## src/rtl/audio_event_scheduler.sv

```systemverilog
`default_nettype none
// ============================================================================
// Module   : audio_event_scheduler
// Brief    : Shares one tone generator between countdown-tick, goal and
//            match-finish events. Fixed-priority arbitration, pending latches,
//            finish preemption and note/gap melody sequencing.
// Revision : 1.0 - initial release
// ============================================================================
module audio_event_scheduler #(
  parameter int NOTE_CYCLES = 12500000,
  parameter int GAP_CYCLES  = 2500000
) (
  input  logic       clk,
  input  logic       rst,
  input  logic       req_tick,
  input  logic       req_goal,
  input  logic       req_finish,
  input  logic       mute,
  output logic [3:0] note_code,
  output logic       note_valid,
  output logic       busy,
  output logic [1:0] active,
  output logic       tick_drop
);

  localparam int MAX_CYCLES = (NOTE_CYCLES > GAP_CYCLES) ? NOTE_CYCLES : GAP_CYCLES;
  localparam int CNT_W      = $clog2(MAX_CYCLES + 1);

  localparam logic [CNT_W-1:0] NOTE_LAST = CNT_W'(NOTE_CYCLES - 1);
  localparam logic [CNT_W-1:0] GAP_LAST  = CNT_W'(GAP_CYCLES - 1);
  localparam logic [CNT_W-1:0] CNT_ONE   = CNT_W'(1);

  localparam logic [1:0] EV_NONE   = 2'd0;
  localparam logic [1:0] EV_TICK   = 2'd1;
  localparam logic [1:0] EV_GOAL   = 2'd2;
  localparam logic [1:0] EV_FINISH = 2'd3;

  typedef enum logic [1:0] {
    S_IDLE = 2'd0,
    S_PLAY = 2'd1,
    S_GAP  = 2'd2
  } state_t;

  // Melody ROM: note code for a given event and note index (0 = silence).
  function automatic logic [3:0] rom_note(input logic [1:0] ev, input logic [1:0] idx);
    logic [3:0] n;
    n = 4'd0;
    case ({ev, idx})
      {EV_TICK,   2'd0}: n = 4'd1;
      {EV_GOAL,   2'd0}: n = 4'd3;
      {EV_GOAL,   2'd1}: n = 4'd5;
      {EV_GOAL,   2'd2}: n = 4'd8;
      {EV_FINISH, 2'd0}: n = 4'd8;
      {EV_FINISH, 2'd1}: n = 4'd6;
      {EV_FINISH, 2'd2}: n = 4'd4;
      {EV_FINISH, 2'd3}: n = 4'd1;
      default:           n = 4'd0;
    endcase
    return n;
  endfunction

  // Index of the final note of each melody.
  function automatic logic [1:0] last_idx(input logic [1:0] ev);
    logic [1:0] l;
    case (ev)
      EV_GOAL:   l = 2'd2;
      EV_FINISH: l = 2'd3;
      default:   l = 2'd0;
    endcase
    return l;
  endfunction

  state_t           r_state, w_state_n;
  logic [1:0]       r_idx, w_idx_n;
  logic [CNT_W-1:0] r_cnt, w_cnt_n;
  logic [1:0]       r_active, w_active_n;
  logic             r_p_tick, r_p_goal, r_p_finish;
  logic             w_p_tick_n, w_p_goal_n, w_p_finish_n;
  logic             r_tick_drop, w_tick_drop_n;

  logic             w_cand_tick, w_cand_goal, w_cand_finish, w_any;
  logic [1:0]       w_pick;
  logic             w_preempt;
  logic             w_start;
  logic [1:0]       w_start_ev;
  logic             w_g_tick, w_g_goal, w_g_finish;
  logic [3:0]       w_note;

  // Candidate events: fresh requests plus latched pending bits, finish > goal > tick.
  always_comb begin
    w_cand_tick   = req_tick   | r_p_tick;
    w_cand_goal   = req_goal   | r_p_goal;
    w_cand_finish = req_finish | r_p_finish;
    w_any         = w_cand_tick | w_cand_goal | w_cand_finish;
    w_pick        = EV_NONE;
    if (w_cand_finish)    w_pick = EV_FINISH;
    else if (w_cand_goal) w_pick = EV_GOAL;
    else if (w_cand_tick) w_pick = EV_TICK;
    // Only finish may interrupt, and never another finish.
    w_preempt     = w_cand_finish && (r_active != EV_FINISH);
  end

  // Next-state, sequencing and pending-bit logic.
  always_comb begin
    w_state_n  = r_state;
    w_idx_n    = r_idx;
    w_cnt_n    = r_cnt;
    w_active_n = r_active;
    w_start    = 1'b0;
    w_start_ev = EV_NONE;

    case (r_state)
      S_IDLE: begin
        if (w_any) begin
          w_start    = 1'b1;
          w_start_ev = w_pick;
        end
      end
      S_PLAY: begin
        if (w_preempt) begin
          w_start    = 1'b1;
          w_start_ev = EV_FINISH;
        end else if (r_cnt == NOTE_LAST) begin
          w_state_n = S_GAP;
          w_cnt_n   = '0;
        end else begin
          w_cnt_n = r_cnt + CNT_ONE;
        end
      end
      S_GAP: begin
        if (w_preempt) begin
          w_start    = 1'b1;
          w_start_ev = EV_FINISH;
        end else if (r_cnt == GAP_LAST) begin
          if (r_idx != last_idx(r_active)) begin
            w_state_n = S_PLAY;
            w_idx_n   = r_idx + 2'd1;
            w_cnt_n   = '0;
          end else if (w_any) begin
            // Back-to-back melodies: no idle cycle between them.
            w_start    = 1'b1;
            w_start_ev = w_pick;
          end else begin
            w_state_n  = S_IDLE;
            w_idx_n    = 2'd0;
            w_cnt_n    = '0;
            w_active_n = EV_NONE;
          end
        end else begin
          w_cnt_n = r_cnt + CNT_ONE;
        end
      end
      default: begin
        w_state_n  = S_IDLE;
        w_idx_n    = 2'd0;
        w_cnt_n    = '0;
        w_active_n = EV_NONE;
      end
    endcase

    if (w_start) begin
      w_state_n  = S_PLAY;
      w_idx_n    = 2'd0;
      w_cnt_n    = '0;
      w_active_n = w_start_ev;
    end

    w_g_tick   = w_start && (w_start_ev == EV_TICK);
    w_g_goal   = w_start && (w_start_ev == EV_GOAL);
    w_g_finish = w_start && (w_start_ev == EV_FINISH);

    // A request that is not granted always lands in its pending bit, even
    // when the same edge would otherwise clear it. Finish grants flush the
    // lower-priority queue.
    if (req_tick && !w_g_tick)          w_p_tick_n = 1'b1;
    else if (w_g_tick || w_g_finish)    w_p_tick_n = 1'b0;
    else                                w_p_tick_n = r_p_tick;

    if (req_goal && !w_g_goal)          w_p_goal_n = 1'b1;
    else if (w_g_goal || w_g_finish)    w_p_goal_n = 1'b0;
    else                                w_p_goal_n = r_p_goal;

    if (req_finish && !w_g_finish)      w_p_finish_n = 1'b1;
    else if (w_g_finish)                w_p_finish_n = 1'b0;
    else                                w_p_finish_n = r_p_finish;

    // Tick merged into an already-waiting tick.
    w_tick_drop_n = req_tick && r_p_tick && !w_g_tick;
  end

  // State, sequencing and pending registers.
  always_ff @(posedge clk) begin
    if (rst) begin
      r_state     <= S_IDLE;
      r_idx       <= 2'd0;
      r_cnt       <= '0;
      r_active    <= EV_NONE;
      r_p_tick    <= 1'b0;
      r_p_goal    <= 1'b0;
      r_p_finish  <= 1'b0;
      r_tick_drop <= 1'b0;
    end else begin
      r_state     <= w_state_n;
      r_idx       <= w_idx_n;
      r_cnt       <= w_cnt_n;
      r_active    <= w_active_n;
      r_p_tick    <= w_p_tick_n;
      r_p_goal    <= w_p_goal_n;
      r_p_finish  <= w_p_finish_n;
      r_tick_drop <= w_tick_drop_n;
    end
  end

  // Note output: ROM lookup while playing, silenced by mute or gaps.
  always_comb begin
    w_note = 4'd0;
    if ((r_state == S_PLAY) && !mute) w_note = rom_note(r_active, r_idx);
  end

  assign note_code  = w_note;
  assign note_valid = |w_note;
  assign busy       = (r_state != S_IDLE);
  assign active     = r_active;
  assign tick_drop  = r_tick_drop;

endmodule
`default_nettype wire

```

## config.mk

```make
export PLATFORM = sky130hd
export DESIGN_NAME = audio_event_scheduler
export DESIGN_NICKNAME = d
export VERILOG_FILES = /design/src/rtl/audio_event_scheduler.sv
export SDC_FILE = /design/constraint.sdc
export NUM_CORES = 1
export LEC_CHECK = 0
export ABC_AREA = 1
export CAP_MARGIN = 20
export CORE_MARGIN = 1.5
export CORE_UTILIZATION = 45
export CTS_BUF_LIST = sky130_fd_sc_hd__clkbuf_8 sky130_fd_sc_hd__clkbuf_16
export DETAILED_ROUTE_END_ITERATION = 6
export PLACE_DENSITY = 0.74
export SYNTH_ARGS = -nofsm -noshare
export SYNTH_HDL_FRONTEND = slang
export SYNTH_SLANG_ARGS = --single-unit
```

## constraint.sdc

```tcl
create_clock -name clk -period 2.5 [get_ports clk]
set_clock_uncertainty 0.05 [all_clocks]
set_input_delay 0.25 -clock clk [delete_from_list [all_inputs] [get_ports clk]]
set_output_delay 0.25 -clock clk [all_outputs]
set_load 0.01 [all_outputs]
```

==> results_tabular.tex <==
\begin{tabular}{lr}
\hline
Metric & Value \\
\hline
\multicolumn{2}{l}{\textbf{Run status}} \\
Run status & finished clean \\
\multicolumn{2}{l}{\textbf{Placed design}} \\
Cell Count Post-Placement & 549 \\
\# port buffers & 14 \\
Final GP Congestion & 0.955 \\
HPWL after detailed placement & 5720 um \\
\multicolumn{2}{l}{\textbf{Timing}} \\
F\_max & 0.444 GHz \\
Setup TNS Final & 0 ns \\
Max-slew headroom at the worst pin & 60.1\% \\
Final Cycle Share & 90.1\% \\
Final worst path period need & $\sim$2.3 ns \\
Pins Over Slew Limit & 0 \\
Worst hold margin & roughly 0.45 ns \\
Number of failing setup endpoints in the final timing report & 0 \\
Unrepaired setup endpoints after global routing & false \\
Transition at the pin with the smallest max-transition slack & just under 0.6 ns \\
Number of hold-slack violations in the final timing report & 0 \\
\multicolumn{2}{l}{\textbf{Logic synthesis}} \\
Gate Count Post-Synth & 466 \\
Cell area after synthesis & 0.00288 mm2 \\
Most frequently used flop master after synthesis & dfxtp\_1 \\
Synth top area cells & dfxtp\_1 24\%, nand2\_1 13\%, nor2\_1 10\%, nand3\_1 9.0\%, inv\_1 7.0\% \\
EDFF count, synth & 0 \\
Share of flip-flops with an asynchronous set or reset after synthesis & 0\% \\
Sequential share of the synthesized area & 23.7\% \\
Mean instance size in the synthesized netlist & 6.17 um2 \\
Distinct cell type count after synthesis & 37 \\
Syn nets & 481 \\
\#FFs+latches synth & 34 \\
Number of warnings printed during yosys synthesis & 0 \\
Cell type contributing the most total cell area after synthesis & dfxtp\_1 \\
Share of Yosys cell area claimed by the top area cell type & a little under a quarter \\
\multicolumn{2}{l}{\textbf{Power and ir drop}} \\
Max rail drop VDD & 369 uV \\
Total power divided by cell area & 496 mW/mm2 \\
Overall power of the completed layout & $\sim$1.6 mW \\
LEAKAGE & 1.18 nW \\
\multicolumn{2}{l}{\textbf{Final layout}} \\
Commonest cells after routing, fill and taps aside & 103 x nand2\_1, 79 x nor2\_1, 54 x inv\_1, 52 x nand3\_1, 34 x dfxtp\_1 \\
Synthesis-to-finish area growth & 11.0\% \\
Final instance count without filler cells & 555 \\
Number of nets in the layout & 496 \\
Most common library cell in the layout ignoring fill and taps & nand2\_1 \\
Inserted Diodes & 0 \\
Share of final-layout standard cells stronger than drive strength 1 & 15.4\% \\
\multicolumn{2}{l}{\textbf{Route}} \\
Initial DRC count & 208 \\
Drt drc & 0 \\
Via count & about 3000 \\
Antenna Violating Nets Remaining & 0 \\
Via/cell ratio & 5.45 \\
First-pass iteration count of the detailed router & 5 \\
Routed WL & between 7000 and 8000 um \\
Routed WL per cell & 13.4 um \\
\multicolumn{2}{l}{\textbf{Setup path}} \\
Chain of cells forming the critical path & inv\_1 -> ha\_1 -> inv\_1 -> nor2\_1 -> inv\_1 -> nor2\_2 -> inv\_1 -> a21oi\_2 -> clkdlybuf4s50\_1 \\
Cell repeated most along the worst path & inv\_1 \\
Largest fanout of any net on the critical path & 3 \\
CP top delay family & buffers and inverters \\
Slowest Stage Delay on Critical Path & about 0.55 ns \\
Worst flop-to-flop path startpoint & r\_cnt[0]\$\_SDFFE\_PP0P\_ \\
Required time worst endpoint & 2.20 ns \\
Worst reg2reg setup slack & between 0.4 and 0.5 ns \\
Count of buffering cells on the critical path with inverters included & 5 \\
End of the worst register-to-register path & r\_cnt[16]\$\_SDFFE\_PP0P\_ \\
Crit path capture type & output port \\
Standard cell with the maximum stage delay on the critical path & clkdlybuf4s50\_1 \\
FF-to-FF path depth & 14 \\
Start-to-end type of the worst setup path & reg2out \\
Data arrival at the endpoint of the critical path & 1.95 ns \\
Element type at the critical path start & register \\
\multicolumn{2}{l}{\textbf{CTS}} \\
Clock tree from TritonCTS & built \\
CTS HTree Levels & 2 \\
Bufs on Longest Clock Path & 2 \\
Clock-pin slew on the worst setup and hold paths & 0.07 ns \\
Master cell of the clock root buffer & clkbuf\_8 \\
Sinks on the clock net & 34 \\
Clock latency at the later pin of the worst-skew pair & 0.29 ns \\
Clock buffers created by TritonCTS & 5 \\
\multicolumn{2}{l}{\textbf{Flow run}} \\
Max-capacitance violation count & 0 \\
\multicolumn{2}{l}{\textbf{Global route}} \\
Antenna violations before repair & 0 \\
Total routing usage reported by global routing & 22.1\% \\
Grt ovf & 0 \\
Largest net degree at the start of global routing & 20 \\
First-pass GRT wire length & 12700 um \\
Vias in the first global route & roughly 2700 \\
\multicolumn{2}{l}{\textbf{Worst hold path}} \\
Hold path start & r\_cnt[1]\$\_SDFFE\_PP0P\_ \\
Hold/Removal Path Class & reg2reg \\
End point of the most critical hold path & r\_cnt[1]\$\_SDFFE\_PP0P\_ \\
Hold Crit Depth & 2 \\
\multicolumn{2}{l}{\textbf{Die}} \\
Die width & slightly above 80 um \\
Height of the die & between 80 and 90 um \\
Ports placed on the boundary & 15 \\
Die Outline Area & 0.00688 mm2 \\
Initial core utilization & 47.5\% \\
Core Box Area & 0.00606 mm2 \\
Standard-cell rows & 28 \\
\hline
\end{tabular}
-- cell families after synthesis --
| kind of cell | after synthesis | synth area share [%] |
|---|---|---|
| and+or+nand+nor | 300 | 50.8 |
| buffers and inverters | 78 | 11.5 |
| AOI/OAI and AO/OA | 41 | 8.96 |
| DFF | 34 | 23.7 |
| adders and majority gates | 9 | 3.91 |
| xor gates and xnor gates | 4 | 1.22 |
-- synthesized netlist by cell type, types with 2 or more instances --
master and count:
nand2_1 103, nor2_1 80, inv_1 54, nand3_1 52, dfxtp_1 34, nand4_1 18, a21oi_1 14, nand2_2 11
o21ai_0 11, ha_1 9, inv_2 9, nor2_2 9, a21oi_2 8, buf_2 6, nor2_4 5, nor3_1 5
buf_4 4, nand2_4 4, nor4_1 3, o21ai_1 3, xor2_1 3, buf_6 2, nand3_2 2, nor2_8 2
nor3_2 2, or2_2 2
-- repair_timing --
| action | CTS | global route |
|---|---|---|
| endpoints found under the setup margin | 0 | 3 |
| buffers inserted | 0 | 0 |
| hold buffers | 0 | 0 |
| gates resized for setup | 0 | 5 |
-- metrics by stage --
step	utilization [%]	cell area (um2)	setup slack, ns
6_report	52.7	3190	0.247
5_1_grt	52.7	3190	0.0717
4_1_cts	52.4	3180	0.0112
3_5_place_dp	51.0	3090	0.307
3_3_place_gp	51.0	3090	0.312
2_1_floorplan	-	2880	0.585
-- registers in the layout, indices dropped and copies added (netlist names) --
signal	count
r_idx	2
r_p_finish	1
active	2
tick_drop	1
r_cnt	24
r_p_goal	1
r_p_tick	1
r_state	2
-- per-layer routing --
layer / up-vias / wire (um) / global-route usage, %
met2: 119 / 3370 / 34.8
met4: 0 / 179 / 7.73
met3: 17 / 481 / 4.57
met5: - / 0 / 0
met1: 1370 / 3380 / 30.0
li1: 1519 / - / -
-- worst reg2reg max path, stage by stage, from the launching register on --
cell and delay [ns]:
dfxtp_1 0.38, ha_1 0.19, nand2_1 0.07, inv_1 0.07, nand2_2 0.09, nor2_2 0.17, nand3_2 0.16, nor2_4 0.18
nor2_4 0.05, buf_12 0.15, nand2_4 0.09, inv_2 0.06, nor2_8 0.17, nand2_2 0.07, nor2_2 0.08
-- how the worst max path moves through the flow --
stage	from	to	slack (ns)	depth (start not counted)
3_5_place_dp	mute	note_valid	0.31	9
6_report	r_state[1]$_SDFFE_PP0P_	note_code[3]	0.25	9
5_1_grt	r_state[1]$_SDFFE_PP0P_	note_code[3]	0.07	9
3_3_place_gp	mute	note_valid	0.31	9
2_1_floorplan	r_state[1]$_SDFFE_PP0P_	note_valid	0.59	10
4_1_cts	r_state[1]$_SDFFE_PP0P_	note_valid	0.01	11
-- area by class of cell --
cell class / instances / area (um2)
fill: 605 / 2870
multi-input combinational: 354 / 1880
sequential: 34 / 681
inverter: 64 / 240
timing repair buffer: 22 / 218
tap: 75 / 93.8
clock buffer: 6 / 82.6
-- power by group --
| group | internal, mW | switching (mW) | leakage (nW) |
|---|---|---|---|
| clock network | 0.213 | 0.204 | 0.0431 |
| registers | 0.565 | 0.0323 | 0.276 |
| logic | 0.205 | 0.364 | 0.861 |
| total | 0.983 | 0.600 | 1.18 |
No activity file was read; power rests on OpenSTA's default activity.
==> edit (same settings) <==
Add an input register stage for `req_goal`, without a reset; this delays it by one clock. The other inputs are not delayed to match.
--- a/src/rtl/audio_event_scheduler.sv
+++ b/src/rtl/audio_event_scheduler.sv
@@ -41,6 +41,12 @@
     S_GAP  = 2'd2
   } state_t;
 
+  logic req_goal_q;
+
+  always_ff @(posedge clk) begin
+    req_goal_q <= req_goal;
+  end
+
   // Melody ROM: note code for a given event and note index (0 = silence).
   function automatic logic [3:0] rom_note(input logic [1:0] ev, input logic [1:0] idx);
     logic [3:0] n;
@@ -89,7 +95,7 @@
   // Candidate events: fresh requests plus latched pending bits, finish > goal > tick.
   always_comb begin
     w_cand_tick   = req_tick   | r_p_tick;
-    w_cand_goal   = req_goal   | r_p_goal;
+    w_cand_goal   = req_goal_q | r_p_goal;
     w_cand_finish = req_finish | r_p_finish;
     w_any         = w_cand_tick | w_cand_goal | w_cand_finish;
     w_pick        = EV_NONE;
@@ -176,7 +182,7 @@
     else if (w_g_tick || w_g_finish)    w_p_tick_n = 1'b0;
     else                                w_p_tick_n = r_p_tick;
 
-    if (req_goal && !w_g_goal)          w_p_goal_n = 1'b1;
+    if (req_goal_q && !w_g_goal)          w_p_goal_n = 1'b1;
     else if (w_g_goal || w_g_finish)    w_p_goal_n = 1'b0;
     else                                w_p_goal_n = r_p_goal;
 
Check against the original RTL: not equivalent (Yosys sat finds a counterexample within 4 cycles, from zero or initial values and one cycle with rst high).
==> edit against the unedited design <==
- synthesized area decreased by 9.0%
- sequential cell count increased by 1
- die area decreased by 8.7%
- routed wire length decreased by 8.0%
- setup slack got worse by 49 ps
- cell area decreased by 7.3%
- total power increased by 3.1%
- largest cell class unchanged
- sequential power increased by 3.5%
- count of clock-buffer cells in the layout unchanged
- cell count decreased by 4.9%
- critical path type unchanged
==> edit: results (changes against the unedited design) <==
* Run status: finished clean
- Share of final-layout standard cells stronger than drive strength 1: 11.0% (-4.5 points)
- The average vias per placed instance came to 5.31 (-2.5%).
- The area fraction of the dominant cell type after synthesis was 26.8% (+3.1 points).
- Delay-heaviest family, CP: buffers and inverters
- The sequential cell area fraction in the yosys report was 26.8% (+3.1 points).
- Number of antenna violations at the first check in global routing: 0 (unchanged)
* Internal Pwr Total: 0.00100 W (+1.8%)
- Layout Nets: 471 (-5.0%)
- Slew of the pin with the lowest slew margin: 493 ps (-100 ps)
- The arrival time at the worst endpoint is 2000 ps (+50 ps).
* Cells resized by post-CTS repair: 1 (+1)
* Max reg flops: 24 (unchanged)
- The final antenna diode count came to 0 (unchanged).
* CTS clock-pin slew for the worst setup and hold paths: 70 ps (about the same)
- Origin of the worst min-delay path: req_goal
- Number of H-tree levels: 2 (unchanged)
- The worst register-to-register path ends at r_cnt[6].
* Post-DP HPWL: 5.36 mm (-6.4%)
- Among all stages on the critical path, the largest delay is contributed by sky130_fd_sc_hd__clkdlybuf4s50_1.
- The deepest clock path buffer count came to 2 (unchanged).
- The wire length of the first global-routing pass was 11.7 mm (-7.6%).
- Reg-to-reg startpoint: r_state[1]
- First drt pass iteration count: 5 (unchanged)
- The total placed instance area is 0.00285 mm² (-7.7%).
* Register with the most flip-flops: r_cnt
* Count of warnings emitted by yosys: 0 (unchanged)
* Leak: 1.21 nW (+2.1%)
- Hold endpoint: req_goal_q
- The number of global-route vias before repair came to 2607 (-4.8%).
- The source-to-sink clock delay at the later pin of the worst-skew pair is 290 ps (about the same).
- The placed cell count was 521 (-5.1%).
- The stage delay of the slowest cell on the critical path came to 550 ps (about the same).
- The initial DRC count is 165 (-21%).
* Share of flip-flops with an asynchronous set or reset after synthesis: 0% (unchanged)
* Post-synth net total: 450 (-6.4%)
- The depth of the most critical reg-to-reg path was 10 (-4).
* Buffer cell driving the clock tree root: sky130_fd_sc_hd__clkbuf_8
- The worst hold margin was 358 ps (-96.6 ps).
- The number of unique standard cell types used by synthesis came to 31 (-16%).
- The global placer's final weighted congestion was 0.980 (+2.6%).
- Synth Flop Type: sky130_fd_sc_hd__dfxtp_1
- The number of port buffers was 14 (unchanged).
- Largest fanout of any net on the critical path: 3 (unchanged)
* Synth area leaders: sky130_fd_sc_hd__dfxtp_1, sky130_fd_sc_hd__nand2_1, sky130_fd_sc_hd__nor2_1
- WL per Instance: 12.9 µm (-3.3%)
- Overall global routing resource usage: 23.6% (+1.5 points)
- Highest ir drop seen on vdd: 0.307 mV (-17%)
- Per-instance average area after synthesis: 6.02 µm² (-2.5%)
- Largest net degree at the start of global routing: 15 (-25%)
- The total via count in the routed design was 2806 (-7.2%).
- The number of buffers inserted to repair setup after CTS was 0 (unchanged).
- The worst slack at placement was 279 ps (-28.8 ps).
- Cell depth of the worst hold path: 1 (-1)
* Worst min-delay path category: in -> reg
* Synth top cells by count: sky130_fd_sc_hd__nand2_1, sky130_fd_sc_hd__nor2_1, sky130_fd_sc_hd__inv_1
- The number of inserted filler cells in the final layout was 599 (-0.99%).
- Register-to-register setup slack: 340 ps (-80 ps)
==> edit: final cells by class <==
class | count | area (µm²) | area share [%]
multi-input cells | 334 | 1660 | 56.0
repair buffers | 22 | 205 | 6.94
inverters | 58 | 218 | 7.36
well taps | 72 | 90.1 | 3.05
clock buffers | 6 | 82.6 | 2.79
clock inverters | 1 | 5.00 | 0.169
flip-flops and latches | 35 | 701 | 23.7
==> edit: kinds of logic after synthesis <==
group | after synthesis | synth area share [%]
fa+ha+maj | 9 | 4.30
buf+inv | 66 | 10.4
simple gates | 274 | 46.8
compound gates | 44 | 9.42
xor+xnor | 7 | 2.34
flops | 35 | 26.8
==> edit: metal layers <==
metal | share of wire (%) | vias to the layer above | wire, µm | track usage [%]
met5 | 0 | - | 0 | 0
met4 | 1.3 | 0 | 90 | 7.54
met3 | 3.7 | 9 | 255 | 2.76
met2 | 49 | 76 | 3320 | 40.3
met1 | 46 | 1305 | 3160 | 30.8
li1 | - | 1416 | - | -
==> edit: worst max path at each step <==
stage / from / to / slack (ps) / cells after the start
2_1_floorplan: r_state[1] / note_valid / 560 / 10
4_1_cts: r_state[1] / note_valid / 30 / 11
6_report: r_state[1] / note_code[3] / 200 / 9
3_5_place_dp: r_state[1] / note_valid / 280 / 11
5_1_grt: r_state[1] / note_code[3] / 30 / 9
3_3_place_gp: mute / note_valid / 310 / 9
==> edit: power groups by stage <==
| stage | clock [W] | combinational [W] | sequential [W] |
|---|---|---|---|
| floorplan | 0 | 0.000410 | 0.000621 |
| global placement | 0 | 0.000561 | 0.000629 |
| detailed placement | 0 | 0.000572 | 0.000631 |
| CTS | 0.000441 | 0.000576 | 0.000618 |
| global route | 0.000461 | 0.000644 | 0.000623 |
| finish | 0.000433 | 0.000581 | 0.000619 |
